### config.mk
export PLATFORM = sky130hd
export DESIGN_NAME = arbiter_rr
export DESIGN_NICKNAME = d
export VERILOG_FILES = /design/src/rtl/arbiter_rr.sv
export SDC_FILE = /design/constraint.sdc
export NUM_CORES = 1
export LEC_CHECK = 0
export BUFFER_PORTS_ARGS = -buffer_cell sky130_fd_sc_hd__buf_2
export CAP_MARGIN = 20
export CORE_AREA = 2 2 122 124
export DETAILED_ROUTE_END_ITERATION = 8
export DIE_AREA = 0 0 124 126
export PLACE_DENSITY_LB_ADDON = 0.08
export SYNTH_ARGS = -nofsm -noshare
export SYNTH_HDL_FRONTEND = slang
export SYNTH_SLANG_ARGS = --single-unit
export TNS_END_PERCENT = 10
### constraint.sdc
create_clock -name clk -period 1.2 [get_ports clk]
set_input_delay 0.06 -clock clk [delete_from_list [all_inputs] [get_ports clk]]
set_output_delay 0.06 -clock clk [all_outputs]
set_load 0.01 [all_outputs]
### src/rtl/arbiter_rr.sv
`default_nettype none
// ============================================================================
// Module      : arbiter_rr
// Description : N-master to 1-slave memory-protocol arbiter. Selectable
//               round-robin or fixed-priority (highest index wins) policy,
//               registered grant held until the owner drops valid, and
//               bubble-free handover to the next requester.
//               Optional watchdog: define ARBITER_TIMEOUT_EN to abort a
//               slave access stalled for TIMEOUT_CYCLES and set sticky err.
// Revision    : 1.0 - initial release
// ============================================================================
module arbiter_rr #(
    parameter int MASTER_IFACE_CNT = 2,
    parameter int ADDR_W           = 32,
    parameter int DATA_W           = 32,
    parameter int ROUND_ROBIN      = 1,
    parameter int TIMEOUT_CYCLES   = 255,
    localparam int c_BE_W          = DATA_W / 8,
    localparam int c_GW            = (MASTER_IFACE_CNT > 1) ? $clog2(MASTER_IFACE_CNT) : 1
) (
    input  logic                               clk,
    input  logic                               reset,
    input  logic [ADDR_W*MASTER_IFACE_CNT-1:0] addr,
    input  logic [DATA_W*MASTER_IFACE_CNT-1:0] wdata,
    output logic [DATA_W*MASTER_IFACE_CNT-1:0] rdata,
    input  logic [MASTER_IFACE_CNT-1:0]        valid,
    input  logic [c_BE_W*MASTER_IFACE_CNT-1:0] wen,
    output logic [MASTER_IFACE_CNT-1:0]        ready,
    output logic [c_GW-1:0]                    currmaster,
    output logic                               busy,
    output logic [ADDR_W-1:0]                  s_addr,
    output logic [DATA_W-1:0]                  s_wdata,
    input  logic [DATA_W-1:0]                  s_rdata,
    output logic                               s_valid,
    output logic [c_BE_W-1:0]                  s_wen,
    input  logic                               s_ready,
    output logic                               err
);

    typedef enum logic [0:0] {
        ST_IDLE  = 1'b0,
        ST_GRANT = 1'b1
    } state_t;

    state_t            r_state;
    logic [c_GW-1:0]   r_grant;
    logic [c_GW-1:0]   r_last;
    logic [c_GW-1:0]   w_win;
    logic              w_any;
    logic              w_gvalid;
    logic              w_granted;
    logic              w_release;
    logic              w_abort;

    assign w_any     = |valid;
    assign w_gvalid  = valid[r_grant];
    assign w_granted = (r_state == ST_GRANT);
    assign w_release = w_granted & ~w_gvalid;

    // Winner over the live valid vector; later loop hits override earlier ones,
    // so the RR loop runs from the farthest slot back to last+1.
    always_comb begin
        w_win = '0;
        if (ROUND_ROBIN != 0) begin
            for (int k = MASTER_IFACE_CNT; k >= 1; k--) begin
                if (valid[(int'(r_last) + k) % MASTER_IFACE_CNT])
                    w_win = c_GW'((int'(r_last) + k) % MASTER_IFACE_CNT);
            end
        end else begin
            for (int i = 0; i < MASTER_IFACE_CNT; i++) begin
                if (valid[i])
                    w_win = c_GW'(i);
            end
        end
    end

    // Grant FSM: grant from IDLE, hold while owner requests, regrant or idle on release.
    always_ff @(posedge clk or posedge reset) begin
        if (reset) begin
            r_state <= ST_IDLE;
            r_grant <= '0;
            r_last  <= c_GW'(MASTER_IFACE_CNT - 1);
        end else begin
            case (r_state)
                ST_IDLE: begin
                    if (w_any) begin
                        r_grant <= w_win;
                        r_last  <= w_win;
                        r_state <= ST_GRANT;
                    end
                end
                ST_GRANT: begin
                    if (!w_gvalid) begin
                        if (w_any) begin
                            r_grant <= w_win;
                            r_last  <= w_win;
                        end else begin
                            r_state <= ST_IDLE;
                        end
                    end
                end
                default: r_state <= ST_IDLE;
            endcase
        end
    end

`ifdef ARBITER_TIMEOUT_EN
    localparam int c_CW = $clog2(TIMEOUT_CYCLES + 1);

    logic [c_CW-1:0] r_cnt;
    logic            r_abort;
    logic            r_err;

    // Stall watchdog: counts slave stall cycles of the current grant and aborts at the limit.
    always_ff @(posedge clk or posedge reset) begin
        if (reset) begin
            r_cnt   <= '0;
            r_abort <= 1'b0;
            r_err   <= 1'b0;
        end else if (!w_granted || w_release) begin
            r_cnt   <= '0;
            r_abort <= 1'b0;
        end else if (s_ready) begin
            r_cnt   <= '0;
        end else if (s_valid) begin
            r_cnt <= r_cnt + 1'b1;
            if (r_cnt == c_CW'(TIMEOUT_CYCLES - 1)) begin
                r_abort <= 1'b1;
                r_err   <= 1'b1;
            end
        end
    end

    assign w_abort = r_abort;
    assign err     = r_err;
`else
    assign w_abort = 1'b0;
    assign err     = 1'b0;
`endif

    // Slave side follows the registered grant only, never a non-granted valid.
    assign s_addr  = addr[r_grant*ADDR_W +: ADDR_W];
    assign s_wdata = wdata[r_grant*DATA_W +: DATA_W];
    assign s_wen   = wen[r_grant*c_BE_W +: c_BE_W];
    assign s_valid = w_granted & w_gvalid & ~w_abort;

    assign currmaster = r_grant;
    assign busy       = w_granted;

    // Completion routed to the owner only; an aborted grant completes on its own.
    always_comb begin
        ready = '0;
        if (w_granted)
            ready[r_grant] = w_abort | s_ready;
    end

    // Read data is broadcast; aborted accesses return all-ones.
    always_comb begin
        for (int i = 0; i < MASTER_IFACE_CNT; i++)
            rdata[i*DATA_W +: DATA_W] = w_abort ? {DATA_W{1'b1}} : s_rdata;
    end

endmodule
`default_nettype wire

* Yosys cells after proc, flatten, opt, wreduce, memory -nomap -nowiden
Cells that the tools add are included.
W data, S select, Z words.
** Storage, ports and cells
- Bits in writable memories :: 0
- Logic and storage cells :: 42
- Input bits :: 173
- Latch bits :: 0
- Memories kept :: 0
- Bits in read-only memories :: 0
- Bits in registers :: 3
** Operators by class
- Bitwise gates (word level) :: 5
- $mul :: 0
- Muxes and demuxes :: 22
- Div/mod/pow operators :: 0
- Equality and inequality tests :: 1
- Add/subtract/negate cells :: 2
- Reduce and logical (&&, ||, !) cells :: 2
- Shift-type cells :: 3
- Order comparisons :: 4
** Operators with widths (count)
- $shiftx A64 B7 Y32 :: 2
- $mux W1 :: 17
- $shiftx A8 B4 Y4 :: 1
- $lt A2 B3 Y1 const B :: 2
- $pmux W1 S2 :: 3
- $add A1 B1 Y1 const B :: 2
- $and A1 B1 Y1 const A :: 2
- $and A2 B2 Y2 :: 1
- $lt A1 B2 Y1 const B :: 1
- $mux W2 :: 1
- $ne A2 B2 Y1 const B :: 1
- $reduce_or A2 Y1 :: 1
- $and A1 B1 Y1 :: 1
- $demux W1 S1 :: 1
- $ge A1 B1 Y1 const B :: 1
- $logic_and A1 B1 Y1 :: 1
- $not A1 Y1 :: 1

* Longest topological paths before layout
Gate-level depths: netlist (run 1).
- Depth after elaboration :: 10
- Gate-level depth with buffers :: 4
- Depth with buffers taken out :: 3

* Worst setup path after synthesis (run 1)
OpenSTA, ideal clock, no wires.
- Path kind :: register -> output
- From :: register r_grant (netlist: currmaster)
- To :: output port s_addr[0]
- Data arrival time :: 1.065 ns
- Setup slack :: 0.075 ns
- Stages on the path, launching flop included :: 4
- Data required time :: 1.140 ns
- Cells stage by stage :: dfrtp_1 -> buf_6 -> buf_12 -> mux2_4
** On the way
- Word-level cells in the longest chain between the ends :: 1
** Ends and longest elaborated chain
- from (decl) :: line 46 : logic [c_GW-1:0] r_grant;
- from (signal assigned) :: line 87 : r_grant <= w_win;
- from (signal assigned) :: line 95 : r_grant <= w_win;
- $shiftx A64 B7 Y32 :: line 142 : assign s_addr = addr[r_grant*ADDR_W +: ADDR_W];
- to (decl) :: line 31 : output logic [ADDR_W-1:0] s_addr,
Every way passes these cells.

* Worst setup path in the final report (run 1)
- From :: register r_grant (netlist: currmaster)
- To :: output port s_wdata[9]
** On the way
- Word-level cells in the longest chain between the ends :: 1
** Ends and longest elaborated chain
- $shiftx A64 B7 Y32 :: line 143 : assign s_wdata = wdata[r_grant*DATA_W +: DATA_W];
- to (decl) :: line 32 : output logic [DATA_W-1:0] s_wdata,
Every way passes these cells.

==> reports/results.txt, run 1 <==
Status -> finished, violations left
Failing checks -> setup timing
Final hold slack -> 120 ps
Mapped Area -> 1820 sq um
Pre-CTS setup slack -> -70.1 ps
Worst r2r src -> currmaster
CP required -> 1140 ps
Reg2Reg Depth -> 2
LEAKAGE -> 1.73 nW
Port bufs -> 213
Initial Util -> 12.7%
Final Max Slew Viols -> 0
Clock slew at reported path FFs -> 30 ps
Finish-stage setup viols -> 70
Die Ht -> 126 um
Crit path depth -> 3
Syn_area_per_cell -> 11.2 sq um
CP startpoint kind -> flop
Wire per inst -> 13.9 um
CP max stage cell -> dfrtp_4
Post-synth EDFFs -> 0
Post-synth top area cell -> mux2_4
Die area -> 15600 sq um
Critical path's top delay family -> flip-flops
Area share of the largest cell type after synthesis -> 53.6%
CP cell instances -> buf_12, mux2_4, buf_2
Arrival @ worst endpoint -> 1420 ps
CTS Buffer Depth -> 2
Row cnt -> 44
Largest net degree at the start of global routing -> 16
Initial antenna violation count -> 0
CTS tree -> built
CORE AREA -> 14300 sq um
Share of cells above drive strength 1 -> 93.6%
Clk_lat worst skew -> 220 ps
PD cells -> 839 nW/um^2
Gpl congestion -> 0.681
Layout Area Growth over Synthesis -> 69.5%
Vias per cell -> 3.36
Antenna Cells -> 0
Crit. Startpoint -> currmaster
Post-DRT Antenna Nets -> 0
Worst VDD drop -> 0.503 mV
# Max-Cap Violations -> 0
Sequential cell area fraction in the yosys report -> 4.19%
Critical-path maximum fanout -> 13
R2R Setup Slk -> 100 ps
Maximum clock rate -> 675 MHz
DRT Pass-1 Iters -> 3
Final wirelength -> 6920 um
Synth Register Bits -> 3
DRC -> 0
# H-tree levels -> 1
Die W -> 124 um
1st-iter DRT viols -> 12
Final period utilization -> 124%
GRT Overall Usage -> 7.56%
Netlist cell types -> 19
# IOs -> 311
Most area-consuming cells after synthesis -> mux2_4, buf_4, buf_12, dfrtp_1, mux2_2
Setup ws final -> -282 ps
RSZ-0062 raised after global routing -> yes
Setup crit end kind -> output pin
Cts bufs inserted -> 3
Crit-path max cell delay -> 570 ps
CP bufs+invs -> 2
Mapped Cells -> 162
Number of vias in the routed layout -> 1670
Clock root cell -> clkbuf_16
Grt total ovfl -> 0
Synth Flop Type -> dfrtp_1
Final Skew -> 0.420 ps
Synthesized net count -> 335
Post-CTS Setup Inserts -> 0
Fin crit period -> 1480 ps
Final Hold Vio Count -> 0
Commonest cells in the netlist -> buf_4, mux2_4, buf_12
Crit path to -> s_wdata[9]
Global-route wire length before repair -> 8960 um
CTS Sinks -> 3
Nets -> 487
Crit Reg-Reg Endpoint -> currmaster
Detailed placement HPWL -> 6200 um
Synthesis Warnings -> 0
Critical path class -> flop to output pin
Hold WC Path Type -> input port to output pin
Vias in the first global route -> 1606
Async set or reset register ratio after synthesis -> 100%
==> sequential cells by signal (all words and copies together), names as in the netlist <==
signal / count
busy: 1
currmaster: 1
r_last: 1
==> worst register-to-register path, stage by stage (launching register included) <==
cell and delay (ps):
dfrtp_4 570, buf_12 200, a22o_1 220
==> worst min-delay path by stage <==
stage / start / endpoint / depth (start not counted)
2_1_floorplan: reset / busy / 1
3_3_place_gp: reset / busy / 2
3_5_place_dp: reset / busy / 2
4_1_cts: valid[0] / busy / 2
5_1_grt: s_rdata[16] / rdata[16] / 0
6_report: s_rdata[16] / rdata[16] / 0
==> per-stage QoR <==
step | setup TNS (ps) | cells | utilization, % | cell area, sq um | total power [mW]
after floorplan | 0 | 162 | - | 1820 | 1.40
after global placement | -3250 | 492 | 18.2 | 2600 | 1.74
after detailed placement | -3820 | 492 | 18.2 | 2600 | 1.74
after CTS | -19580 | 497 | 21.5 | 3080 | 2.63
after global routing | -21400 | 497 | 21.6 | 3090 | 2.76
final | -18470 | 497 | 21.6 | 3090 | 2.59
==> power by group <==
group	total, mW	switching (mW)	internal (mW)
Sequential	0.170	0.0402	0.130
Combinational	1.89	0.661	1.23
Clock	0.524	0.0861	0.438
==> routing by layer <==
metal	vias to the layer above	routed length [um]	GRT usage [%]
met3	19	1030	2.94
met4	0	99	1.26
met2	114	3740	15.6
met1	747	2050	6.79
li1	790	-	-
met5	-	0	0
==> placed cells by master, fill, tap and decap left out <==
| cell | instances |
|---|---|
| buf_2 | 151 |
| mux2_4 | 67 |
| buf_6 | 62 |
| buf_12 | 6 |
| inv_1 | 3 |
| nand2_1 | 3 |
| clkbuf_16 | 3 |
| and3_1 | 2 |
| nor2_1 | 2 |
| a21oi_1 | 1 |
| a22oi_1 | 1 |
| o22ai_1 | 1 |
| mux2i_1 | 1 |
| mux2_2 | 1 |
| or2_2 | 1 |
| o21ai_0 | 1 |
| a22o_1 | 1 |
| conb_1 | 1 |
| dfrtp_1 | 1 |
| clkbuf_1 | 1 |
| dfrtp_4 | 1 |
| dlygate4sd3_1 | 1 |
| dfstp_2 | 1 |
==> cells by family after synthesis <==
group	share of synthesized area [%]
muxes	56.0
buffers and inverters	35.7
other	0.206
AOI/OAI and AO/OA	1.79
DFF	4.19
and+or+nand+nor	2.06
==> cell type report <==
type	instances	area, sq um
inverter	3	11.3
multi-input combinational	83	1100
tap	184	230
clock buffer	4	78.8
fill	1623	11200
timing repair buffer	220	1580
sequential	3	80.1
==> timing repair <==
item | in CTS | in global routing
pin swaps | 1 | 0
cloned | 0 | 0
resized for setup | 62 | 2
hold buffers | 1 | 0
setup endpoints to repair | 71 | 71
hold endpoints to repair | 3 | 0
No activity file was read; power rests on OpenSTA's default activity.
==> run 2: changes to the inputs <==
Settings changed: SETUP_SLACK_MARGIN set to 0.4.
==> run 2 against run 1 <==
  * Critical path type unchanged
  * Highest routed layer unchanged
  * Clock power is 0.8% higher
  * Setup slack better by 10 ps
  * Flip-flop and latch count stayed put
  * Sequential power is 4% lower
  * Hold slack hardly changed
  * Combinational power is 4% lower
  * The run still ends with setup timing left
==> reports/results.txt, run 2 (same netlist as run 1, synthesis figures left out) <==
Final Skew -> 0.0830 ps (was 0.420 ps)
Number of vias in the routed layout -> 1666 (was 1670)
DRC -> 0 (unchanged)
Final Max Slew Viols -> 0 (unchanged)
Antenna Cells -> 0 (unchanged)
Detailed placement HPWL -> 6160 um (was 6200 um)
CP required -> 1140 ps (about the same)
Clock root cell -> clkbuf_16 (unchanged)
Share of cells above drive strength 1 -> 93.9% (was 93.6%)
Wire per inst -> 14.1 um (was 13.9 um)
CP startpoint kind -> flop (unchanged)
Clk_lat worst skew -> 220 ps (about the same)
Post-CTS Setup Inserts -> 0 (unchanged)
RSZ-0062 raised after global routing -> yes (unchanged)
Arrival @ worst endpoint -> 1410 ps (was 1420 ps)
CTS Sinks -> 3 (unchanged)
Failing checks -> setup timing (unchanged)
1st-iter DRT viols -> 21 (was 12)
Largest net degree at the start of global routing -> 22 (was 16)
Gpl congestion -> 0.650 (was 0.681)
Fin crit period -> 1470 ps (was 1480 ps)
Vias per cell -> 3.35 (was 3.36)
PD cells -> 837 nW/um^2 (was 839 nW/um^2)
Maximum clock rate -> 679 MHz (was 675 MHz)
Layout Area Growth over Synthesis -> 64.3% (was 69.5%)
Fillers -> 1588 (was 1623)
Row cnt -> 44 (unchanged)
# H-tree levels -> 1 (unchanged)
Dpl cells -> 492 (unchanged)
Final total power -> 2.50 mW (was 2.59 mW)
# Max-Cap Violations -> 0 (unchanged)
Die Ht -> 126 um (unchanged)
Final wirelength -> 7010 um (was 6920 um)
Vias in the first global route -> 1693 (was 1606)
Worst VDD drop -> 0.443 mV (was 0.503 mV)
Nets -> 487 (unchanged)
Final period utilization -> 123% (was 124%)
Setup crit end kind -> output pin (unchanged)
Initial Util -> 12.7% (unchanged)
CTS Buffer Depth -> 2 (unchanged)
DRT Pass-1 Iters -> 4 (was 3)
Critical path class -> flop to output pin (unchanged)
LEAKAGE -> 1.70 nW (was 1.73 nW)
Cts bufs inserted -> 3 (unchanged)
Setup ws final -> -272 ps (was -282 ps)
R2R Setup Slk -> 150 ps (was 100 ps)
Die area -> 15600 sq um (unchanged)
Post-DRT Antenna Nets -> 0 (unchanged)
Final hold slack -> 120 ps (about the same)
Final setup TNS -> -17190 ps (was -18470 ps)
Most frequent cells in the layout -> buf_2, mux2_4, buf_6 (unchanged)
Die W -> 124 um (unchanged)
CORE AREA -> 14300 sq um (unchanged)
Finish-stage setup viols -> 71 (was 70)
Non-filler cells, final -> 497 (unchanged)
Final Hold Vio Count -> 0 (unchanged)
GRT Overall Usage -> 7.84% (was 7.56%)
Critical-path maximum fanout -> 21 (was 13)
Initial antenna violation count -> 1 (was 0)
Hold WC Path Type -> input port to output pin (unchanged)
Commonest non-fill, non-tap cell in the layout -> buf_2 (unchanged)
Port bufs -> 213 (unchanged)
Grt total ovfl -> 0 (unchanged)
# IOs -> 311 (unchanged)
Global-route wire length before repair -> 9300 um (was 8960 um)
Status -> finished, violations left (unchanged)
Clock slew at reported path FFs -> 30 ps (about the same)
CTS tree -> built (unchanged)
[run 2: changes by cell type in the layout (fill, tap and decap cells not counted)]
cell	previous run	this run
buf_12	6	4
buf_2	151	163
buf_4	0	2
buf_6	62	50
dfrtp_1	1	0
dfrtp_2	0	1
mux2_2	1	0
mux2_4	67	68
[run 2: stage by stage]
stage	utilization, %	setup WS (ps)	area [sq um]
2_1_floorplan	-	84.6	1820
3_3_place_gp	18.0	-39.2	2580
3_5_place_dp	18.0	-48.6	2580
4_1_cts	20.7	-293	2970
5_1_grt	20.9	-305	2990
6_report	20.9	-272	2990
[run 2: worst paths after layout]
kind / to / cells past startpoint / start
worst min-delay path: rdata[15] / 0 / s_rdata[15]
max in group asynchronous: r_last / 3 / reset
worst max-delay path: s_wdata[18] / 3 / currmaster
worst min register to register: r_last / 2 / r_last
worst max register to register: currmaster / 2 / currmaster
min in group asynchronous: currmaster / 3 / reset
[run 2: what timing repair did]
action / CTS / global route
resized for setup: 50 / 6
pin swaps: 1 / 0
endpoints found under the hold margin: 3 / 0
hold buffers: 1 / 0
endpoints found under the setup margin: 75 / 75
[run 2: final cells by class]
cell class                 instances  area (sq um)  share of cell area, %
timing repair buffer             220          1480                   49.6
clock buffer                       4          78.8                   2.64
multi-input combinational         83          1100                   36.9
tap                              184           230                   7.70
inverter                           3          11.3                  0.377
sequential                         3          81.3                   2.72
[run 2: critical path, stage by stage, from the launching register on]
cell and delay, ps:
dfrtp_4 540, buf_12 200, mux2_4 300, buf_2 140
[run 2: per-layer routing]
layer	GRT usage (%)	wire (um)	part of all wire (%)	up-vias
met3	2.90	1030	15	16
met5	0	0	0	-
met2	16.4	3840	55	117
li1	-	-	-	790
met4	1.98	72	1.0	0
met1	6.65	2060	29	743
[run 2: where the power goes]
group | switching, mW | leakage [nW] | internal [mW] | total (mW)
registers | 0.0328 | 0.0308 | 0.130 | 0.163
clock network | 0.0898 | 0.0382 | 0.438 | 0.528
logic | 0.657 | 1.63 | 1.16 | 1.81
